**src/rtl/pdm_word_decimator.sv**
```systemverilog
// rtl/pdm_word_decimator.sv - PDM word popcount decimator with sample FIFO
// Sums popcounts over DECIM words, emits signed PCM samples on valid/ready.
module pdm_word_decimator #(
   parameter int DECIM      = 4,
   parameter int FIFO_DEPTH = 4,
   parameter int PCM_W      = 16
) (
   input  logic             clock,
   input  logic             reset,
   input  logic             enable,
   input  logic             in_done,
   input  logic [15:0]      in_data,
   output logic [PCM_W-1:0] out_data,
   output logic             out_valid,
   input  logic             out_ready,
   output logic             overflow,
   input  logic             clear_ovf
);

   localparam int ACC_W = $clog2(16 * DECIM + 1);
   localparam int CNT_W = (DECIM > 1) ? $clog2(DECIM) : 1;
   localparam int AW    = $clog2(FIFO_DEPTH);

   function automatic logic [4:0] popcount16(input logic [15:0] w);
      logic [4:0] c;
      c = '0;
      for (int i = 0; i < 16; i++) begin
         c = c + 5'(w[i]);
      end
      return c;
   endfunction

   logic [4:0]       pop_q;
   logic             pop_v;
   logic [ACC_W-1:0] acc;
   logic [CNT_W-1:0] cnt;
   logic [ACC_W-1:0] sum_w;
   logic [PCM_W-1:0] sample;
   logic             last_word;
   logic             push;

   logic [PCM_W-1:0] mem [FIFO_DEPTH];
   logic [AW:0]      wr_ptr;
   logic [AW:0]      rd_ptr;
   logic             empty;
   logic             full;
   logic             do_pop;
   logic             do_push;
   logic             drop;

   always_ff @(posedge clock or posedge reset) begin
      if (reset) begin
         pop_q <= '0;
         pop_v <= 1'b0;
      end else if (enable && in_done) begin
         pop_q <= popcount16(in_data);
         pop_v <= 1'b1;
      end else begin
         pop_v <= 1'b0;
      end
   end

   assign last_word = (cnt == CNT_W'(DECIM - 1));
   assign sum_w     = acc + ACC_W'(pop_q);
   // 2*sum - 16*DECIM maps the all-zero window to the most negative sample
   assign sample    = (PCM_W'(sum_w) << 1) - PCM_W'(16 * DECIM);
   assign push      = enable && pop_v && last_word;

   always_ff @(posedge clock or posedge reset) begin
      if (reset) begin
         acc <= '0;
         cnt <= '0;
      end else if (!enable) begin
         acc <= '0;
         cnt <= '0;
      end else if (pop_v) begin
         if (last_word) begin
            acc <= '0;
            cnt <= '0;
         end else begin
            acc <= sum_w;
            cnt <= cnt + CNT_W'(1);
         end
      end
   end

   assign empty   = (wr_ptr == rd_ptr);
   assign full    = (wr_ptr[AW] != rd_ptr[AW]) && (wr_ptr[AW-1:0] == rd_ptr[AW-1:0]);
   assign do_pop  = !empty && out_ready;
   // A pop on the same edge frees the head slot, so a full FIFO can still accept
   assign do_push = push && (!full || do_pop);
   assign drop    = push && full && !do_pop;

   always_ff @(posedge clock) begin
      if (do_push) begin
         mem[wr_ptr[AW-1:0]] <= sample;
      end
   end

   always_ff @(posedge clock or posedge reset) begin
      if (reset) begin
         wr_ptr <= '0;
         rd_ptr <= '0;
      end else begin
         if (do_push) begin
            wr_ptr <= wr_ptr + (AW+1)'(1);
         end
         if (do_pop) begin
            rd_ptr <= rd_ptr + (AW+1)'(1);
         end
      end
   end

   always_ff @(posedge clock or posedge reset) begin
      if (reset) begin
         overflow <= 1'b0;
      end else if (drop) begin
         overflow <= 1'b1;
      end else if (clear_ovf) begin
         overflow <= 1'b0;
      end
   end

   assign out_valid = !empty;
   assign out_data  = empty ? '0 : mem[rd_ptr[AW-1:0]];

endmodule
```
**config.mk**
```make
export PLATFORM = sky130hd
export DESIGN_NAME = pdm_word_decimator
export DESIGN_NICKNAME = d
export VERILOG_FILES = /design/src/rtl/pdm_word_decimator.sv
export SDC_FILE = /design/constraint.sdc
export NUM_CORES = 1
export LEC_CHECK = 0
export CORE_ASPECT_RATIO = 1.4
export CORE_MARGIN = 8
export CORE_UTILIZATION = 55
export CTS_BUF_LIST = sky130_fd_sc_hd__clkbuf_16
export DETAILED_ROUTE_END_ITERATION = 7
export HOLD_SLACK_MARGIN = 0.15
export PLACE_DENSITY_LB_ADDON = 0.05
export SYNTH_ARGS = -nofsm -noshare
export SYNTH_HDL_FRONTEND = slang
export SYNTH_SLANG_ARGS = --single-unit
```
**constraint.sdc**
```tcl
create_clock -name clock -period 2.9 [get_ports clock]
set_input_delay 0.58 -clock clock [delete_from_list [all_inputs] [get_ports clock]]
set_output_delay 0.58 -clock clock [all_outputs]
set_load 0.05 [all_outputs]
```
==> flow_summary.ini <==
[sta]
worst_pin_slew_ps = 883
hold_violations = 0
setup_violations = 5
finalSetupTns_ps = -1510
drv_slew = 0
slew_headroom_pct = 41.0
layout_setup_ws_ps = -393
grt_setup_unrepaired = true
max_freq_mhz = 304
min_period_over_period_pct = 114
skew_ps = 5.22
fin_crit_ps = 3290

[routing]
wl_per_cell_um = 15.5
num_vias = 1787
drcViolationCount = 0
ant_nets = 0
drt-pass1-iter-count = 4
drt_wl_total_um = 5270
drt_iter0_drc = 86
vias_per_cell = 5.24

[worst_setup_path]
r2r_start = pop_q[0]
cp.arrival_ps = 3500
r2r_setup_slack_ps = 560
crit_fanout = 2
endpoint_kind = register
worst-r2r-cell-count = 7
worstSetupPathType = in -> reg
worst_setup_path_start_kind = primary input
r2r-end = mem[0][7]
required_ps = 3110
cp-startpoint = in_data[0]

[clock_network]
cts_made_buffers = 5
cts_tree = yes
cts_root_buf = clkbuf_16
clock-sinks = 54
cts_buffer_depth = 2
htree_levels = 2
cts_setup_buffers = 0
clkSlewWorstSetupHoldPaths_ps = 70
clk_latency_ps = 290

[run_status]
failed_checks = negative setup slack
status = complete, but fails checks

[synth]
post-synth-top-count-cell = inv_1
yosysSeqAreaShare_pct = 51.1
synth_area_leaders = edfxtp_1, dfrtp_1, fa_1
synth-async-reset-ratio_pct = 40.7
yosysWarnings = 0
ys_ff_latch = 54
synthCells = 231
synth.cell_area_um2 = 2960
syn-num-nets = 281
syn_area_per_cell_um2 = 12.8
synth_top_area_share_pct = 32.5
synth_edf_count = 32
yosys-top-cells-count = inv_1, edfxtp_1, dfrtp_1, ha_1, and2_1
ys.flop_type = edfxtp_1
yosysTopAreaCell = edfxtp_1
synth_cell_types = 36

[flow_run]
maxCapViolCount = 0

[hold_path]
hp-start = wr_ptr[2]
hold_end = wr_ptr[2]
min-delay-path-class = reg -> reg
holdPathStages = 1

[floorplanning]
die_h_um = 103
ioPinCount = 40
die-area_um2 = 8010
rows = 31
die_w_um = 78.0
start_util_pct = 56.9
coreArea_um2 = 5200

[layout]
instances_no_fill = 341
area_growth_pct = 23.4
drive_gt1_share_pct = 26.2
diodes = 0
final_nets = 324
design_area_um2 = 3650

[pwr]
leakage_uw = 0.00158
pwr_density_cell_nw_per_um2 = 974
max-vdd-ir-drop_v = 0.000502

[place]
hpwlAfterDp_um = 4180
gp_congestion = 0.799
place_area_um2 = 3510
place_inst = 333
io_buffer_count = 38
place_ws_ps = -1190

[global_routing]
grt_pass1_wl_um = 8660
track_usage_pct = 13.7
grt_overflow_total = 0
antenna_found_initial = 0
grt_pass1_vias = 1847
grt_max_degree = 23
power by group:
| part | internal [uW] | switching, uW | leakage, uW |
|---|---|---|---|
| combinational | 850 | 1090 | 0.000933 |
| clock | 329 | 271 | 0.0000759 |
| sequential | 941 | 69.3 | 0.000567 |
stage by stage:
| step | hold WS (ps) | util [%] | total power, uW |
|---|---|---|---|
| detailed placement | 484 | 67.5 | 2990 |
| global route | 516 | 70.2 | 3760 |
| finish | 490 | 70.2 | 3550 |
| global placement | 480 | 67.5 | 2950 |
| CTS | 493 | 69.9 | 3600 |
| floorplan | 456 | - | 2350 |
cell families after synthesis:
group,after synthesis,share of synthesized area (%)
other cells,1,0.127
buf+inv,46,7.07
fa+ha+maj,28,14.6
simple gates,51,9.73
xor+xnor,14,4.15
compound gates,25,5.59
flops,54,51.1
mux,12,7.57
registers in the layout (all words and copies together) (netlist names):
name / count
cnt: 2
wr_ptr: 3
acc: 7
pop_v: 1
overflow: 1
mem: 32
rd_ptr: 3
pop_q: 5
area by class of cell:
type                    instances  area (um2)
repair buffers                 48         498
clock inverters                 3        28.8
clock buffers                   5         125
well taps                      66        82.6
fillers                       398        1550
flip-flops and latches         54        1510
multi-input cells             131        1260
inverters                      34         140
worst max-delay path: stages:
cell     delay, ps
buf_6           70
inv_2           30
fa_1           550
fa_1           440
fa_2           540
fa_1           420
inv_2           80
ha_4           130
inv_2           30
fa_2           340
nor2b_1        130
o21ai_1         60
o21ai_1        110
what timing repair did:
item | CTS | global route
pin swaps | 12 | 10
gates resized for setup | 37 | 6
endpoints found under the setup margin | 5 | 5
endpoints found under the hold margin | 0 | 0
hold buffers | 0 | 0
per-layer routing:
layer	global-route usage [%]	part of all wire, %	vias to the layer above	wire (um)
li1	-	-	871	-
met1	13.7	38	888	1980
met2	27.3	59	24	3100
met3	3.14	2.8	4	149
met4	4.01	0.76	0	40
met5	0	0	-	0
worst max path at each step:
stage / endpoint / slack, ps / cells past startpoint
6_report: pop_q[4] / -390 / 13
4_1_cts: pop_q[4] / -500 / 13
3_5_place_dp: pop_q[4] / -1190 / 13
3_3_place_gp: pop_q[2] / -1190 / 12
5_1_grt: pop_q[4] / -530 / 13
2_1_floorplan: pop_q[3] / -550 / 13
placed cells by master, fill, tap and decap left out, types with 3 or more instances in the layout:
cell type         n
fa_1              9
a21oi_1           4
xor2_1            7
buf_6             4
clkdlybuf4s50_1  13
nand2b_1          4
o21ai_1           4
a21o_1            4
mux4_2            8
nand4_1           3
inv_2             9
o21ai_0           3
xnor2_1           7
and2_1           13
ha_1             16
buf_12            8
inv_1            23
clkbuf_16         5
edfxtp_1         32
nand3_1           5
buf_4            19
buf_2             4
nand2_1          11
dfrtp_1          22
nor2_1            7
Power figures use the tool's default switching activity.
